--- src/rtl/uart_tx_wide.sv ---
// uart_tx_wide: wide-word UART transmitter.
// Sends DATA_W/8 back-to-back 8N1-style frames.
module uart_tx_wide #(
  parameter int DATA_W         = 128,
  parameter int CLKS_PER_BIT   = 868,
  parameter int PARITY_EN      = 0,
  parameter int PARITY_ODD     = 0,
  parameter int STOP_BITS      = 1,
  parameter int MSB_BYTE_FIRST = 1,
  localparam int NBYTES = DATA_W / 8,
  localparam int IW = (NBYTES > 1) ? $clog2(NBYTES) : 1
) (
  input  logic              clk,
  input  logic              rst,
  input  logic [DATA_W-1:0] in_data,
  input  logic              in_valid,
  output logic              in_ready,
  output logic              u_tx,
  output logic              busy,
  output logic              byte_done,
  output logic              word_done,
  output logic [IW-1:0]     byte_idx
);

  localparam int STOP_CLKS = STOP_BITS * CLKS_PER_BIT;
  localparam int CW = $clog2(STOP_CLKS + 1);

  localparam logic [CW-1:0] BIT_LAST  = CW'(CLKS_PER_BIT - 1);
  localparam logic [CW-1:0] STOP_LAST = CW'(STOP_CLKS - 1);
  localparam logic [CW-1:0] STOP_PRE  = CW'(STOP_CLKS - 2);
  localparam logic [IW-1:0] IDX_LAST  = IW'(NBYTES - 1);

  typedef enum logic [2:0] {
    S_IDLE,
    S_START,
    S_DATA,
    S_PARITY,
    S_STOP
  } state_t;

  state_t            state_q, state_d;
  logic [DATA_W-1:0] sh_q, sh_d;
  logic [CW-1:0]     cnt_q, cnt_d;
  logic [2:0]        bit_q, bit_d;
  logic [IW-1:0]     idx_q, idx_d;
  logic              tx_q, tx_d;
  logic              busy_q, busy_d;
  logic              bdone_q, bdone_d;
  logic              wdone_q, wdone_d;
  logic              rdy_q, rdy_d;

  logic              bit_end;
  logic              stop_pre;
  logic              stop_end;
  logic              is_last;
  logic [7:0]        byte_d;

  assign bit_end  = (cnt_q == BIT_LAST);
  assign stop_pre = (cnt_q == STOP_PRE);
  assign stop_end = (cnt_q == STOP_LAST);
  assign is_last  = (idx_q == IDX_LAST);

  // Next-state, baud timing and registered line/flag values.
  always_comb begin
    state_d = state_q;
    sh_d    = sh_q;
    cnt_d   = cnt_q + 1'b1;
    bit_d   = bit_q;
    idx_d   = idx_q;
    bdone_d = 1'b0;
    wdone_d = 1'b0;

    unique case (state_q)
      S_IDLE: begin
        cnt_d = '0;
        if (in_valid) begin
          state_d = S_START;
          sh_d    = in_data;
          idx_d   = '0;
          bit_d   = '0;
        end
      end
      S_START: begin
        if (bit_end) begin
          state_d = S_DATA;
          cnt_d   = '0;
        end
      end
      S_DATA: begin
        if (bit_end) begin
          cnt_d = '0;
          bit_d = bit_q + 3'd1;
          if (bit_q == 3'd7) begin
            state_d = (PARITY_EN != 0) ? S_PARITY : S_STOP;
          end
        end
      end
      S_PARITY: begin
        if (bit_end) begin
          state_d = S_STOP;
          cnt_d   = '0;
        end
      end
      S_STOP: begin
        if (stop_pre) begin
          bdone_d = 1'b1;
          wdone_d = is_last;
        end
        if (stop_end) begin
          cnt_d = '0;
          if (is_last) begin
            state_d = S_IDLE;
            idx_d   = '0;
          end else begin
            state_d = S_START;
            idx_d   = idx_q + 1'b1;
            if (MSB_BYTE_FIRST != 0) begin
              sh_d = sh_q << 8;
            end else begin
              sh_d = sh_q >> 8;
            end
          end
        end
      end
      default: begin
        state_d = S_IDLE;
        cnt_d   = '0;
        idx_d   = '0;
      end
    endcase

    if (MSB_BYTE_FIRST != 0) begin
      byte_d = sh_d[DATA_W-1 -: 8];
    end else begin
      byte_d = sh_d[7:0];
    end

    unique case (state_d)
      S_START:  tx_d = 1'b0;
      S_DATA:   tx_d = byte_d[bit_d];
      S_PARITY: tx_d = (PARITY_ODD != 0) ? ~(^byte_d) : ^byte_d;
      default:  tx_d = 1'b1;
    endcase

    busy_d = (state_d != S_IDLE);
    rdy_d  = (state_d == S_IDLE);
  end

  // State and output registers with synchronous reset.
  always_ff @(posedge clk) begin
    if (rst) begin
      state_q <= S_IDLE;
      sh_q    <= '0;
      cnt_q   <= '0;
      bit_q   <= '0;
      idx_q   <= '0;
      tx_q    <= 1'b1;
      busy_q  <= 1'b0;
      bdone_q <= 1'b0;
      wdone_q <= 1'b0;
      rdy_q   <= 1'b1;
    end else begin
      state_q <= state_d;
      sh_q    <= sh_d;
      cnt_q   <= cnt_d;
      bit_q   <= bit_d;
      idx_q   <= idx_d;
      tx_q    <= tx_d;
      busy_q  <= busy_d;
      bdone_q <= bdone_d;
      wdone_q <= wdone_d;
      rdy_q   <= rdy_d;
    end
  end

  assign in_ready  = rdy_q;
  assign u_tx      = tx_q;
  assign busy      = busy_q;
  assign byte_done = bdone_q;
  assign word_done = wdone_q;
  assign byte_idx  = idx_q;

endmodule

--- config.mk ---
export PLATFORM = sky130hd
export DESIGN_NAME = uart_tx_wide
export DESIGN_NICKNAME = d
export VERILOG_FILES = /design/src/rtl/uart_tx_wide.sv
export SDC_FILE = /design/constraint.sdc
export NUM_CORES = 1
export LEC_CHECK = 0
export ABC_AREA = 0
export CORE_MARGIN = 5
export CORE_UTILIZATION = 35
export CTS_CLUSTER_DIAMETER = 50
export DETAILED_ROUTE_END_ITERATION = 8
export PLACE_DENSITY = 0.63
export SYNTH_ARGS = -nofsm -noshare
export SYNTH_HDL_FRONTEND = slang
export SYNTH_SLANG_ARGS = --single-unit
--- constraint.sdc ---
create_clock -name clk -period 4.1 [get_ports clk]
set_input_delay 0.82 -clock clk [delete_from_list [all_inputs] [get_ports clk]]
set_output_delay 0.82 -clock clk [all_outputs]
set_load 0.1 [all_outputs]
Word level (Yosys, flattened, before mapping)
Index checks and enable logic that the tools add are counted.

operators by class
  reductions and logical operators = 12
  add/subtract/negate cells = 3
  bitwise logic cells = 4
  mux-type cells = 23
  equal/unequal tests = 14
  order comparisons = 1

operator list
  operator                                             number
  2-to-1 mux 128 bit                                   3
  one-hot mux 128 bit (2 select lines)                 1
  2-to-1 mux 3 bit                                     8
  == test 10 bit (second input constant)               2
  one-hot mux 3 bit (5 select lines)                   1
  == test 3 x 2 -> 1 bit (second input constant)       4
  2-to-1 mux 4 bit                                     3
  one-hot mux 4 bit (3 select lines)                   1
  adder 10 x 1 -> 10 bit (second input constant)       1
  OR reduction 3 bit                                   3
  XOR reduction 8 bit                                  1
  == test 3 x 1 -> 1 bit (second input constant)       2
  == test 3 bit (second input constant)                2
  logical NOT 3 bit                                    2
  != test 2 bit (second input constant)                3
  one-hot mux 3 bit (2 select lines)                   1
  adder 4 x 1 -> 4 bit (second input constant)         1
  == test 4 bit (second input constant)                1
  < comparator 3 x 4 -> 1 bit (second input constant)  1
  inverter 1 bit                                       4
  AND reduction 4 bit                                  1
  OR reduction 4 bit                                   1
  adder 3 x 1 -> 3 bit (second input constant)         1
  binary-select mux 1 bit (select 3 bit)               1
  other kinds (6)                                      8

storage, ports and cells
  logic and storage cells = 68
  bits of input ports = 131
  bits in registers = 153
  output and inout port bits = 9

Logic depth before layout (Yosys ltp)
  depth after elaboration = 7
  mapped depth = 11
  depth with buffers taken out = 9

Worst setup path before layout
OpenSTA, ideal clock, no wires.

  kind = register -> register
  start = register idx_q[0] (netlist: byte_idx[0])
  end = register tx_q (netlist: u_tx)
  cell stages (with the launch flop) = 12
  data arrival time = 2,842 ps
  data required time = 3,967 ps
  path buffers = 2
  setup slack = 1,124 ps
  library setup time = 133 ps
  clock period less this slack = 2,976 ps
  cells stage by stage = dfxtp_1 ha_1 nand3_1 and4_1 buf_4 nor2_2 buf_6 a221o_1 xnor2_2 xnor2_1 xnor2_1 o211ai_1

on the way
  word-level cells in the longest chain between the ends = 7
  elaborated cells on any way between the ends = 14
  classes of those cells = eq/ne: 4; mux: 9; reduce/logical: 1

RTL lines
  item                                    RTL line  RTL
  from (decl)                             45        logic [IW-1:0] idx_q, idx_d;
  from (signal assigned)                  167       idx_q <= idx_d;
  == test 4 bit (*)                       61        assign is_last = (idx_q == IDX_LAST);
  2-to-1 mux 128 bit                      111       if (is_last) begin
  2-to-1 mux 128 bit                      109       if (stop_end) begin
  one-hot mux 128 bit (2 select lines)    73        unique case (state_q)
  binary-select mux 1 bit (select 3 bit)  140       S_DATA: tx_d = byte_d[bit_d];
  2-to-1 mux 1 bit (not written as such)  140
  one-hot mux 1 bit (3 select lines) (*)  138       unique case (state_d)
  to (signal assigned)                    168       tx_q <= tx_d;
  to (decl)                               46        logic tx_q, tx_d;

Every way passes the cells marked *; elsewhere a longest branch is shown, timed or not. The select of a mux whose other input is x is not followed.
A chain may end at the register's enable or synchronous reset.

Final worst setup path
  start = input port in_valid
  end = register tx_q (netlist: u_tx)

on the way
  word-level cells in the longest chain between the ends = 5
  elaborated cells on any way between the ends = 13
  classes of those cells = eq/ne: 3; mux: 9; reduce/logical: 1

RTL lines
  item                                                                                        RTL line  RTL
  from (decl)                                                                                 16        input logic in_valid,
  2-to-1 mux 128 bit or 2-to-1 mux 3 bit (tied branches)                                      76        if (in_valid) begin
  one-hot mux 128 bit (2 select lines) or one-hot mux 3 bit (2 select lines) (tied branches)  73
  binary-select mux 1 bit (select 3 bit)                                                      140
  2-to-1 mux 1 bit (not written as such)                                                      140
  one-hot mux 1 bit (3 select lines) (*)                                                      138

Marks and branches as above.

==> metrics.md <==
| Metric | Value |
|---|---|
| Pre-CTS WS | 0.695 ns |
| Distinct cells, synth | 49 |
| WP depth | 9 |
| Worst min-delay path category | register to register |
| Most used cell, CP | xnor2_1 |
| DP HPWL | 11100 um |
| F_max | 0.337 GHz |
| DR vias | 5529 |
| Final Hold Viols | 0 |
| Initial Util | 0.358 |
| Worst-Margin Slew | 0.993 ns |
| Tmin final | 2.97 ns |
| Largest net degree at the start of global routing | 75 |
| NumNets Final | 964 |
| Die area | 20600 sq um |
| Setup TNS | 0 ns |
| Multiplexer area fraction after synthesis | 0.00502 |
| Crit path max fanout | 60 |
| Crit path buffers/inverters | 2 |
| Sequential-to-total area share from yosys stat | 0.491 |
| Share of cells above drive strength 1 | 0.0630 |
| CTS root buf | clkbuf_16 |
| Gr ovfl total | 0 |
| DR pass1 iterations | 5 |
| Internal | 0.00274 W |
| R2R setup slack | 1.19 ns |
| Ys flop type | dfxtp_1 |
| Number of CTS-inserted buffers | 17 |
| Power density over the cells | 436 nW/um^2 |
| Core outline area | 17400 sq um |
| Comb pwr share | 0.118 |
| Clk sink count | 153 |
| Yosys top cell area share | 0.491 |
| Crit path max-delay family | buffers and inverters |
| Crit path launch type | input port |
| Top sig layer | met4 |
| Simple-Gate Fraction of Synth Area | 0.160 |
| Share of the clock period used by the worst path | 0.724 |
| CP required | 4.39 ns |
| Largest family of logic cells by synthesized area | compound AO/OA/AOI/OAI gates |
| Setup Skew | 0.00984 ns |
| Post-Syn Instances | 723 |
| Initial antenna violation count | 0 |
| CP cell instances | clkdlybuf4s50_1 > nor4b_4 > buf_4 > a22oi_1 > a21boi_2 > xor2_1 > xnor2_1 > xnor2_1 > o211ai_1 |
| Maxcap violations | 0 |
| Final setup violation count | 0 |
| Setup WS post-layout | 1.13 ns |
| DR WL met3 | 1220 um |
| Slew headroom | 0.336 |
| Port bufs | 139 |
| Routability cong. | 0.764 |
| CTS tree | yes |
| Max clock buf depth | 2 |
| Crit path from | in_valid |
| Worst r2r src | state_q[2] |
| RSZ-0062 raised after global routing | false |
| Routed WL | 17000 um |
| Critical-path top delay cell | buf_4 |
| Setup CP Type | input port to register |
| Sequential power share | 0.445 |
| H-tree depth | 4 |
| Crit path capture type | register |
| All-Layer GR Usage | 0.162 |
| DR WL met2 | 7650 um |
| Met1 wire length | 7980 um |
| Critical path's largest stage delay | 0.56 ns |
| Post-synth EDFFs | 0 |
| Post-Synth Adder-Cell Area | 0.0100 |
| Syn_area_per_cell | 8.63 sq um |
| Post-CTS setup buffer count | 0 |
| Yosys warns | 0 |
| Fin. max-slew vios | 0 |
| Worst setup path endpoint | u_tx |
| Commonest cells in the netlist | dfxtp_1, nand2_1, a21oi_1 |
| Area of the mapped netlist | 6240 sq um |
| DR vias/cell | 5.19 |
| Outcome | finished, final reports clean |
| Post-synth top area cell | dfxtp_1 |
| Worst VDD drop | 0.271 mV |
| Critical R2R Capture | u_tx |
| P&R area growth vs syn | 33.7% |
| Number of remaining DRC errors | 0 |
| Wirelength per Cell | 16.0 um |
| Antenna-violating nets left | 0 |
| Die width | 143 um |
| Synthesized flop and latch total | 153 |
| Clk pin slew, worst setup/hold paths | 0.06 ns |
| Switching power of the nets | 0.000892 W |
| Most frequent cell after synthesis | dfxtp_1 |
| # IOs | 140 |
| Clock power share | 0.437 |
| Worst-case reg-to-reg path depth | 9 |
| Die Y-Extent | 143 um |
| Synth area leaders | dfxtp_1, a22oi_1, a21oi_1 |
| Iteration-0 DRC Markers | 420 |
| Core Rows | 48 |
| First-pass GRT wire length | 26900 um |
| Syn Nets | 859 |
| CTS Hold Bufs | 0 |
| Synth Area in XOR/XNOR | 0.0209 |
| Compound-Gate Fraction of Synth Area | 0.270 |
| Clock Latency Late Sink | 0.42 ns |
| Arrival @ worst endpoint | 3.26 ns |
| Vias in the first global route | 5267 |
| ANT cells | 0 |
| Leak | 2.89 nW |
| CTS-repair resized insts | 0 |
| Asr flop ratio synth | 0 |
| Sw Ratio | 0.245 |
[stage by stage]
step,total power (W),utilization,cells,hold WS (ns),instance area [sq um]
floorplan,0.00188,-,723,0.436,6240
global placement,0.00207,0.444,1034,0.441,7730
detailed placement,0.00208,0.444,1034,0.446,7730
CTS,0.00368,0.479,1066,0.455,8340
global route,0.00379,0.479,1066,0.467,8340
finish,0.00363,0.479,1066,0.453,8340
[routing by layer]
metal | vias up | global-route usage
met2 | 148 | 0.237
met4 | 0 | 0.0505
li1 | 2806 | -
met1 | 2561 | 0.225
met5 | - | 0
met3 | 14 | 0.0529
[worst min-delay path: stages, from the launching register on]
cell     delay, ns
dfxtp_1       0.31
nand2_1       0.05
a21oi_1       0.05
[power groups by stage]
stage | Sequential [W] | Combinational [W] | Clock [W]
detailed placement | 0.00165 | 0.000430 | 0
floorplan | 0.00165 | 0.000227 | 0
global placement | 0.00165 | 0.000426 | 0
CTS | 0.00162 | 0.000432 | 0.00163
global route | 0.00163 | 0.000469 | 0.00169
finish | 0.00162 | 0.000428 | 0.00159
[state kept, by name (all words and copies together) (netlist names), named ones only]
signal     cells
bit_q          2
busy           1
byte_done      1
byte_idx       4
cnt_q         10
in_ready       1
sh_q         128
state_q        3
u_tx           1
word_done      1
[cell usage in the layout, fill, tap and decap left out, types with 4 or more instances in the layout]
master             n
a21oi_1          130
a221o_1            4
a22oi_1          116
and2_1             8
buf_4              9
clkbuf_16         17
clkdlybuf4s50_1  138
dfxtp_1          153
ha_1               5
inv_1              5
nand2_1          134
nand3_1           17
nor2_1            29
o21ai_0            4
xnor2_1            7
xor2_1             6
[worst min-delay path by stage]
stage / start / endpoint / cells past startpoint
6_report: sh_q[55] / sh_q[55] / 2
2_1_floorplan: sh_q[100] / sh_q[100] / 2
5_1_grt: sh_q[110] / sh_q[110] / 2
3_5_place_dp: sh_q[73] / sh_q[73] / 2
3_3_place_gp: sh_q[111] / sh_q[111] / 2
4_1_cts: sh_q[110] / sh_q[110] / 2
[cells by family (layout without fill, tap and decap cells)]
| kind of cell | after synthesis | in the layout |
|---|---|---|
| DFF | 153 | 153 |
| buffers and inverters | 66 | 184 |
| xor gates and xnor gates | 14 | 14 |
| and+or+nand+nor | 216 | 216 |
| AOI/OAI and AO/OA | 266 | 266 |
| muxes | 3 | 3 |
| adders and majority gates | 5 | 5 |
[cell type report]
type,instances,area [sq um]
clock inverter,11,135
multi-input combinational,504,2920
sequential,153,3060
tap,225,282
timing repair buffer,147,1450
fill,1716,9080
clock buffer,21,470
inverter,5,18.8
(Power assumes the default switching activity.)
